File: src/rtl/axi_master_bridge.sv
// ---------------------------------------------------------------------------
// axi_master_bridge
//
// AXI3 initiator that turns one memory request at a time into a single AXI
// INCR burst. A read runs AR then R. A write runs AW, then W, then B. Every
// transaction ends with a one-cycle `done` pulse, and `err` is qualified by
// that pulse.
//
// Handshake rule used on every channel: a transfer happens on a rising edge
// where valid && ready are both high. A valid that this block drives stays
// high, with its payload stable, until the matching ready is seen. The
// requester side uses the same rule (req_valid / req_ready). The read data
// path has no backpressure: rd_valid mirrors rvalid while in the R state.
//
// Ports
//   clk, rst            rising-edge clock, asynchronous active-high reset
//   req_*               request: valid/ready, wr, addr, len (beats-1),
//                       size (log2 bytes), strb (applied to every write beat)
//   rd_valid/data/last  read beats forwarded to the requester
//   wd_idx / wd_data    write-beat index out, matching data back (combinational)
//   done / err          completion pulse and its error flag
//   ar*/r*/aw*/w*/b*    AXI3 master channels
//   state_dbg           current FSM state encoding, for observation only
// ---------------------------------------------------------------------------
module axi_master_bridge (
  input  logic        clk,
  input  logic        rst,
  // requester
  input  logic        req_valid,
  output logic        req_ready,
  input  logic        req_wr,
  input  logic [31:0] req_addr,
  input  logic [7:0]  req_len,
  input  logic [2:0]  req_size,
  input  logic [3:0]  req_strb,
  output logic        rd_valid,
  output logic [31:0] rd_data,
  output logic        rd_last,
  output logic [7:0]  wd_idx,
  input  logic [31:0] wd_data,
  output logic        done,
  output logic        err,
  // AR channel
  output logic [3:0]  arid,
  output logic [31:0] araddr,
  output logic [7:0]  arlen,
  output logic [2:0]  arsize,
  output logic [1:0]  arburst,
  output logic [1:0]  arlock,
  output logic [3:0]  arcache,
  output logic [2:0]  arprot,
  output logic        arvalid,
  input  logic        arready,
  // R channel
  input  logic [3:0]  rid,
  input  logic [31:0] rdata,
  input  logic [1:0]  rresp,
  input  logic        rlast,
  input  logic        rvalid,
  output logic        rready,
  // AW channel
  output logic [3:0]  awid,
  output logic [31:0] awaddr,
  output logic [7:0]  awlen,
  output logic [2:0]  awsize,
  output logic [1:0]  awburst,
  output logic [1:0]  awlock,
  output logic [3:0]  awcache,
  output logic [2:0]  awprot,
  output logic        awvalid,
  input  logic        awready,
  // W channel
  output logic [3:0]  wid,
  output logic [31:0] wdata,
  output logic [3:0]  wstrb,
  output logic        wlast,
  output logic        wvalid,
  input  logic        wready,
  // B channel
  input  logic [3:0]  bid,
  input  logic [1:0]  bresp,
  input  logic        bvalid,
  output logic        bready,
  // observation
  output logic [2:0]  state_dbg
);

  localparam logic [3:0] RD_ID      = 4'd0;
  localparam logic [3:0] WR_ID      = 4'd1;
  localparam logic [1:0] BURST_INCR = 2'b01;

  typedef enum logic [2:0] {
    S_IDLE = 3'd0,
    S_AR   = 3'd1,
    S_R    = 3'd2,
    S_AW   = 3'd3,
    S_W    = 3'd4,
    S_B    = 3'd5,
    S_DONE = 3'd6
  } state_t;

  state_t      state;
  state_t      state_nxt;

  logic [31:0] addr_q;
  logic [7:0]  len_q;
  logic [2:0]  size_q;
  logic [3:0]  strb_q;
  logic [7:0]  cnt_q;
  logic        e_q;

  logic        accept;
  logic        cnt_is_last;
  logic        r_beat;
  logic        w_beat;
  logic        b_beat;
  logic        r_bad;
  logic        b_bad;

  assign accept      = (state == S_IDLE) && req_valid;
  assign cnt_is_last = (cnt_q == len_q);
  assign r_beat      = (state == S_R) && rvalid;
  assign w_beat      = (state == S_W) && wready;
  assign b_beat      = (state == S_B) && bvalid;

  // A read beat is bad on an error response, a foreign id, or an rlast that
  // disagrees with the beat count (early or missing last).
  assign r_bad = (rresp != 2'b00) || (rid != RD_ID) || (rlast != cnt_is_last);
  assign b_bad = (bresp != 2'b00) || (bid != WR_ID);

  // -------------------------------------------------------------------------
  // FSM
  // -------------------------------------------------------------------------
  always_ff @(posedge clk or posedge rst) begin
    if (rst) begin
      state <= S_IDLE;
    end else begin
      state <= state_nxt;
    end
  end

  always_comb begin
    state_nxt = state;
    unique case (state)
      S_IDLE: if (accept)                state_nxt = req_wr ? S_AW : S_AR;
      S_AR:   if (arready)               state_nxt = S_R;
      S_R:    if (rvalid && rlast)       state_nxt = S_DONE;
      S_AW:   if (awready)               state_nxt = S_W;
      S_W:    if (wready && cnt_is_last) state_nxt = S_B;
      S_B:    if (bvalid)                state_nxt = S_DONE;
      S_DONE:                            state_nxt = S_IDLE;
      default:                           state_nxt = S_IDLE;
    endcase
  end

  // -------------------------------------------------------------------------
  // Request registers, beat counter, sticky error
  // -------------------------------------------------------------------------
  always_ff @(posedge clk or posedge rst) begin
    if (rst) begin
      addr_q <= 32'd0;
      len_q  <= 8'd0;
      size_q <= 3'd0;
      strb_q <= 4'd0;
      cnt_q  <= 8'd0;
      e_q    <= 1'b0;
    end else if (accept) begin
      addr_q <= req_addr;
      len_q  <= req_len;
      size_q <= req_size;
      strb_q <= req_strb;
      cnt_q  <= 8'd0;
      e_q    <= 1'b0;
    end else if (r_beat) begin
      cnt_q <= cnt_q + 8'd1;
      if (r_bad) e_q <= 1'b1;
    end else if (w_beat) begin
      cnt_q <= cnt_q + 8'd1;
    end else if (b_beat) begin
      if (b_bad) e_q <= 1'b1;
    end
  end

  // -------------------------------------------------------------------------
  // Outputs (all decoded from state and registers)
  // -------------------------------------------------------------------------
  assign req_ready = (state == S_IDLE);
  assign done      = (state == S_DONE);
  assign err       = (state == S_DONE) && e_q;
  assign state_dbg = state;

  assign arid    = RD_ID;
  assign araddr  = addr_q;
  assign arlen   = len_q;
  assign arsize  = size_q;
  assign arburst = BURST_INCR;
  assign arlock  = 2'b00;
  assign arcache = 4'd0;
  assign arprot  = 3'd0;
  assign arvalid = (state == S_AR);

  assign rready   = (state == S_R);
  assign rd_valid = r_beat;
  assign rd_data  = rdata;
  assign rd_last  = (state == S_R) && rlast;

  assign awid    = WR_ID;
  assign awaddr  = addr_q;
  assign awlen   = len_q;
  assign awsize  = size_q;
  assign awburst = BURST_INCR;
  assign awlock  = 2'b00;
  assign awcache = 4'd0;
  assign awprot  = 3'd0;
  assign awvalid = (state == S_AW);

  assign wid    = WR_ID;
  assign wdata  = wd_data;
  assign wstrb  = strb_q;
  assign wlast  = (state == S_W) && cnt_is_last;
  assign wvalid = (state == S_W);
  assign wd_idx = cnt_q;

  assign bready = (state == S_B);

endmodule

File: config.mk
export PLATFORM = sky130hd
export DESIGN_NAME = axi_master_bridge
export DESIGN_NICKNAME = d
export VERILOG_FILES = /design/src/rtl/axi_master_bridge.sv
export SDC_FILE = /design/constraint.sdc
export NUM_CORES = 1
export LEC_CHECK = 0
export ABC_AREA = 1
export CAP_MARGIN = 15
export CORE_AREA = 2 2 134 136
export CTS_CLUSTER_DIAMETER = 120
export DETAILED_ROUTE_END_ITERATION = 6
export DIE_AREA = 0 0 136 138
export SLEW_MARGIN = 20
export SYNTH_ARGS = -nofsm -noshare
export SYNTH_HDL_FRONTEND = slang
export SYNTH_SLANG_ARGS = --single-unit
File: constraint.sdc
create_clock -name clk -period 2.4 [get_ports clk]
set_clock_uncertainty 0.15 [all_clocks]
set_input_delay 0.48 -clock clk [delete_from_list [all_inputs] [get_ports clk]]
set_output_delay 0.48 -clock clk [all_outputs]
set_load 0.01 [all_outputs]
==> results of run 1 <==
kinds of logic after synthesis:
logic type,synth area share [%]
other,0.197
buffers and inverters,31.8
adder cells (fa/ha/maj),0.329
flip-flops,38.8
AND/OR/NAND/NOR,24.4
XOR/XNOR,1.61
AO/OA/AOI/OAI,2.86
what timing repair did:
action | in CTS | in global routing
setup endpoints to repair | 5 | 5
gates resized for setup | 5 | 6
hold buffers | 0 | 0
buffers inserted | 1 | 0
stage by stage:
stage / total power [W] / setup WS (ns) / area, µm² / std cells / TNS, ns
5_1_grt: 0.00733 / -0.00273 / 5300 / 807 / -0.00273
3_3_place_gp: 0.00564 / 0.00604 / 5010 / 791 / 0
4_1_cts: 0.00695 / 0.0299 / 5300 / 807 / 0
6_report: 0.00682 / 0.0713 / 5300 / 807 / 0
2_1_floorplan: 0.00406 / 0.314 / 3930 / 522 / 0
3_5_place_dp: 0.00566 / -0.0194 / 5010 / 791 / -0.0194
area by class of cell:
type                            instances  area share [%]
Inverter                               23            1.63
Clock inverter                          2           0.189
Timing Repair Buffer                  194            36.4
Sequential cell                        59            27.9
Multi-Input combinational cell        287            23.4
Clock buffer                           13            5.10
Tap cell                              229            5.41
sequential cells by signal, summed over array words and instances, names as in the netlist:
name,flops
araddr,32
arlen,8
arsize,3
e_q,1
state_dbg,3
wd_idx,8
wstrb,4
cells in the final DEF (no fill, tap or decap), types with 2 or more instances in the layout:
master,n
clkinv_2,2
nor3_1,4
dfrtp_1,57
a21oi_1,2
dfrtp_2,2
clkbuf_8,3
inv_1,16
o21ai_1,3
nand3_1,10
dlygate4sd2_1,3
nor2_1,19
nand3_2,2
nand2_1,180
o21ai_0,7
xnor2_1,6
clkdlybuf4s50_1,175
conb_1,34
inv_2,7
buf_4,12
nand4_1,2
nor2_2,2
nand2_2,3
clkbuf_16,9
a21oi_2,2
buf_12,2
per-layer routing:
layer	GRT usage (%)	wire [µm]
met1	12.2	4110
met2	17.1	4770
met3	3.15	875
met4	7.02	452
met5	0	0
worst register-to-register path, cell delays in order, from the launching register on:
cell and delay, ns:
dfrtp_2 0.46, nor2_2 0.17, inv_2 0.08, nor2_2 0.17
nand2_1 0.12, nand2_4 0.18, nand2_1 0.09, o21ai_0 0.15
a21oi_1 0.05
power groups by stage:
stage               clock network, W  logic [W]  registers [W]
finish                       0.00122    0.00372        0.00188
global route                 0.00132    0.00406        0.00195
CTS                          0.00128    0.00378        0.00189
detailed placement                 0    0.00377        0.00189
global placement                   0    0.00376        0.00188
floorplan                          0    0.00202        0.00204
worst max path at each step:
stage                                  endpoint                      from  cells after the start  slack [ns]
after floorplan           araddr[0]$_DFFE_PP0N_                       rst                      1        0.31
after global placement                  rd_last                     rlast                      4       0.006
after detailed placement                rd_last                     rlast                      4       -0.02
after CTS                             req_ready  state_dbg[1]$_DFFE_PP0P_                      4        0.03
after global routing                     bready  state_dbg[1]$_DFFE_PP0P_                      4      -0.003
final                                    bready  state_dbg[1]$_DFFE_PP0P_                      4        0.07
==> impl_metrics.toml, run 1 <==
[clock_tree]
cts_tree = "done"
clockBufferDepth = 2
cts_htree_levels = 3
path_clk_slew_ns = 0.05
clockRootBuffer = "clkbuf_16"
cts_buffers = 9
cts.sinks = 59
clock_latency_ns = 0.33

[finish]
multi_input_area_um2 = 1240
fin_nets = 708
fillers = 1923
post-route-util_pct = 30.2
area_growth_syn_to_layout_pct = 39.1
regArea_um2 = 1480
antenna_cells = 0
drive_gt1_share_pct = 8.82

[routing]
drc = 0
routed_via_density = 3.78
ant_nets = 0
vias = 3047
wl_per_cell_um = 12.7
first_pass_iters = 4
drt-initial-drc-count = 107
wl_mm = 10.2

[grt]
grt_pass1_vias = 2826
overflow = 0
grtUsageTotal_pct = 10.6
antenna_found_initial = 0
grt_start_max_net_pins = 60
grt_pass1_wl_mm = 15.1

[logic_synthesis]
async_flop_share_pct = 100
yosys-top-cells-area = "dfrtp_1, buf_4, nand2_1, nor2_1, inv_1"
synth_top_area_share_pct = 38.8
ys_top_cells_by_count = "nand2_1, buf_4, dfrtp_1"
yosysTopAreaCell = "dfrtp_1"
synthCells = 490
yosysUniqueCellTypes = 32
synth_warnings = 0
ys_ff_latch = 59
syn_area_um2 = 3810
syn_area_per_cell_um2 = 7.77
synth-edff-count = 0
synth_top_flop_cell = "dfrtp_1"
seq_area_frac_synth_pct = 38.8
yosysMostFrequentCell = "nand2_1"

[timing]
finalCritPeriodShare_pct = 97.0
hold_viol = 0
finalSetupViolCount = 0
max_freq_mhz = 429
fin_hold_ws_ns = 0.331
slew_viol_final = 0
fin_crit_ns = 2.33

[worst_setup_path]
r2r_start = "state_dbg[1]$_DFFE_PP0P_"
ff2ff_path_depth = 8
path_max_fanout = 6
critPathCaptureType = "primary output"
slowest_stage = "clkdlybuf4s50_1"
path_cells = "inv_2, nand2_1, nor2_1, clkdlybuf4s50_1"
path_delay_family = "buffers and inverters"
critical_path_class = "flip-flop to primary output"
cp.required_ns = 1.77
path_buf_inv = 2
slowest_delay_ns = 0.57
startpoint_type = "flip-flop"
arrival_ns = 1.70
rr_endpoint = "wd_idx[2]$_DFFE_PP0P_"
r2r_setup_slack_ns = 0.66

[place]
gp_congestion = 0.738
portBuffers = 180
dp_hpwl_mm = 7.67

[status]
status = "finished clean"

[floorplan]
start_util_pct = 21.7
ios = 343
fp.coreArea_um2 = 17500
die_h_um = 138
rows = 49
die-width_um = 136
die_area_um2 = 18800

[hold_path]
hold_depth = 2
worstHoldEndpoint = "e_q$_DFFE_PP0P_"
hp-class = "flip-flop to flip-flop"
min_from = "e_q$_DFFE_PP0P_"

[pwr]
combPwrFrac_pct = 54.5
pwr-share-clk_pct = 17.9
power_switching_w = 0.00258
p_leak_nw = 2.49
internal_power_w = 0.00424
peakVddDrop_mv = 0.460
power_density_nw_per_um2 = 1290
pwr-share-seq_pct = 27.5
switching_share_pct = 37.8

[run]
max_cap_viol_count = 0
Note: power is estimated with default switching activity, not from simulation.
==> run 2, diff against run 1 <==
--- a/config.mk
+++ b/config.mk
@@ -7,10 +7,11 @@
 export LEC_CHECK = 0
 export ABC_AREA = 1
 export CAP_MARGIN = 15
-export CORE_AREA = 2 2 134 136
+export CORE_AREA = 2 2 132 134
 export CTS_CLUSTER_DIAMETER = 120
 export DETAILED_ROUTE_END_ITERATION = 6
-export DIE_AREA = 0 0 136 138
+export DIE_AREA = 0 0 134 136
+export DONT_BUFFER_PORTS = 1
 export SLEW_MARGIN = 20
 export SYNTH_ARGS = -nofsm -noshare
 export SYNTH_HDL_FRONTEND = slang
==> run 2 against run 1 <==
Power shrank 24%. Setup slack better by 0.10 ns. Global-route usage fell by 0.20 points. Combinational power fell by 59%. Sequential share of layout area rose by 15 points. Final cell count down 24%. Clock power hardly changed. Sequential power increased by 28%. Fmax up 4.7%. Sequential cell count is the same. Register-to-register slack lost 0.22 ns.
==> impl_metrics.toml, run 2 (synthesis results as in run 1) <==
[floorplan]
die-width_um = 134
ios = 343
fp.coreArea_um2 = 16900
die_area_um2 = 18200
die_h_um = 136
rows = 48
start_util_pct = 22.6

[place]
dp_cells = 601
portBuffers = 0
dp_hpwl_mm = 7.19
pre_cts_ws_ns = 0.425
gp_congestion = 0.784
postPlaceCellArea_um2 = 3160

[routing]
ant_nets = 0
drt-initial-drc-count = 93
first_pass_iters = 5
vias = 2432
routed_via_density = 3.94
wl_per_cell_um = 15.6
wl_mm = 9.64
drc = 0

[finish]
largest_reg_flops = 32
final_common_cell = "nand2_1"
mostFrequentLayoutCells = "nand2_1, dfrtp_1, conb_1"
fin_cells = 617
drive_gt1_share_pct = 10.5
fillers = 1891
fin_nets = 522
antenna_cells = 0
area_growth_syn_to_layout_pct = -9.23
design_area_um2 = 3460

[clock_tree]
cts_buffers = 9
path_clk_slew_ns = 0.05
clockRootBuffer = "clkbuf_16"
cts_htree_levels = 3
cts.sinks = 59
cts_tree = "done"
clock_latency_ns = 0.33
clockBufferDepth = 2

[timing]
finalCritPeriodShare_pct = 92.7
fin_crit_ns = 2.22
rsz0062_at_grt = "false"
tightestPinTransition_ns = 0.634
final.setup.tns_ns = 0
hold_viol = 0
fin_hold_ws_ns = 0.108
layout_setup_ws_ns = 0.176
max_freq_mhz = 450
slew_viol_final = 0
finalSetupViolCount = 0
max-slew-margin-rel_pct = 57.7

[status]
status = "finished clean"

[grt]
overflow = 0
antenna_found_initial = 0
grt_pass1_vias = 2390
grt_pass1_wl_mm = 13.8
grt_start_max_net_pins = 41
grtUsageTotal_pct = 10.4

[hold_path]
hp-class = "primary input to flip-flop"

[worst_setup_path]
critPathCaptureType = "primary output"
startpoint_type = "flip-flop"
cp.required_ns = 1.77
critical_path_class = "flip-flop to primary output"
path_max_fanout = 5
arrival_ns = 1.59

[pwr]
p_leak_nw = 1.76
power_density_nw_per_um2 = 1490
peakVddDrop_mv = 0.418

[run]
max_cap_viol_count = 0
run 2: changes by cell type in the layout (fill, tap and decap cells not counted), sizes merged:
cell | previous run | this run
dlymetal6s2s | 1 | 0
clkbuf | 14 | 13
clkdlybuf4s50 | 175 | 0
dlygate4sd3 | 0 | 1
dlygate4sd2 | 3 | 0
buf | 14 | 7
run 2: final cells by class:
type                       count  area, µm²  share of cell area (%)
clock buffer                  13        270                    7.82
clock inverter                 2       10.0                   0.290
inverter                      23       86.3                    2.50
multi-input combinational    287       1240                    36.0
sequential                    59       1480                    42.7
tap                          225        282                    8.15
timing repair buffer           8       87.6                    2.53
run 2: critical path: stages, from the launching register on:
cell and delay [ns]:
dfrtp_1 0.46, inv_1 0.14, nand2_1 0.06, nand2_1 0.06, nand2_1 0.10, nor2_1 0.12, nand2_1 0.11, nor3_2 0.21
run 2: final timing paths:
kind | from | to | slack [ns] | depth (start not counted)
max reg2reg | state_dbg[2]$_DFFE_PP0P_ | wd_idx[2]$_DFFE_PP0P_ | 0.44 | 7
min | req_len[6] | arlen[6]$_DFFE_PP0N_ | 0.11 | 2
min reg2reg | e_q$_DFFE_PP0P_ | e_q$_DFFE_PP0P_ | 0.33 | 2
max in group asynchronous | rst | arlen[7]$_DFFE_PP0N_ | 0.93 | 3
min in group asynchronous | rst | araddr[25]$_DFFE_PP0N_ | 0.54 | 2
max | wd_idx[4]$_DFFE_PP0P_ | wlast | 0.18 | 7
run 2: routing by layer:
layer  vias to the layer above  wire, µm  global-route usage, %  share of wire, %
met1                      1103      3740                   10.7                39
met3                        48       932                   5.18               9.7
met2                       166      4420                   16.6                46
li1                       1115         -                      -                 -
met5                         -         0                      0                 0
met4                         0       541                   7.57               5.6
run 2: report_power, final:
group	internal [W]	switching (W)	leakage (nW)
combinational	0.000531	0.000985	0.872
sequential	0.00145	0.000960	0.741
clock	0.000774	0.000453	0.141
total	0.00276	0.00240	1.76
run 2: repair_timing:
item,in CTS,in global routing
buffers inserted,0,0
resized for setup,0,1
endpoints found under the hold margin,25,0
setup endpoints to repair,0,1
hold buffers,1,0
run 2: through the flow:
| step | total power [W] | utilization (%) |
|---|---|---|
| floorplan | 0.00406 | - |
| global placement | 0.00393 | 18.7 |
| detailed placement | 0.00398 | 18.7 |
| CTS | 0.00528 | 20.4 |
| global route | 0.00559 | 20.5 |
| finish | 0.00515 | 20.5 |
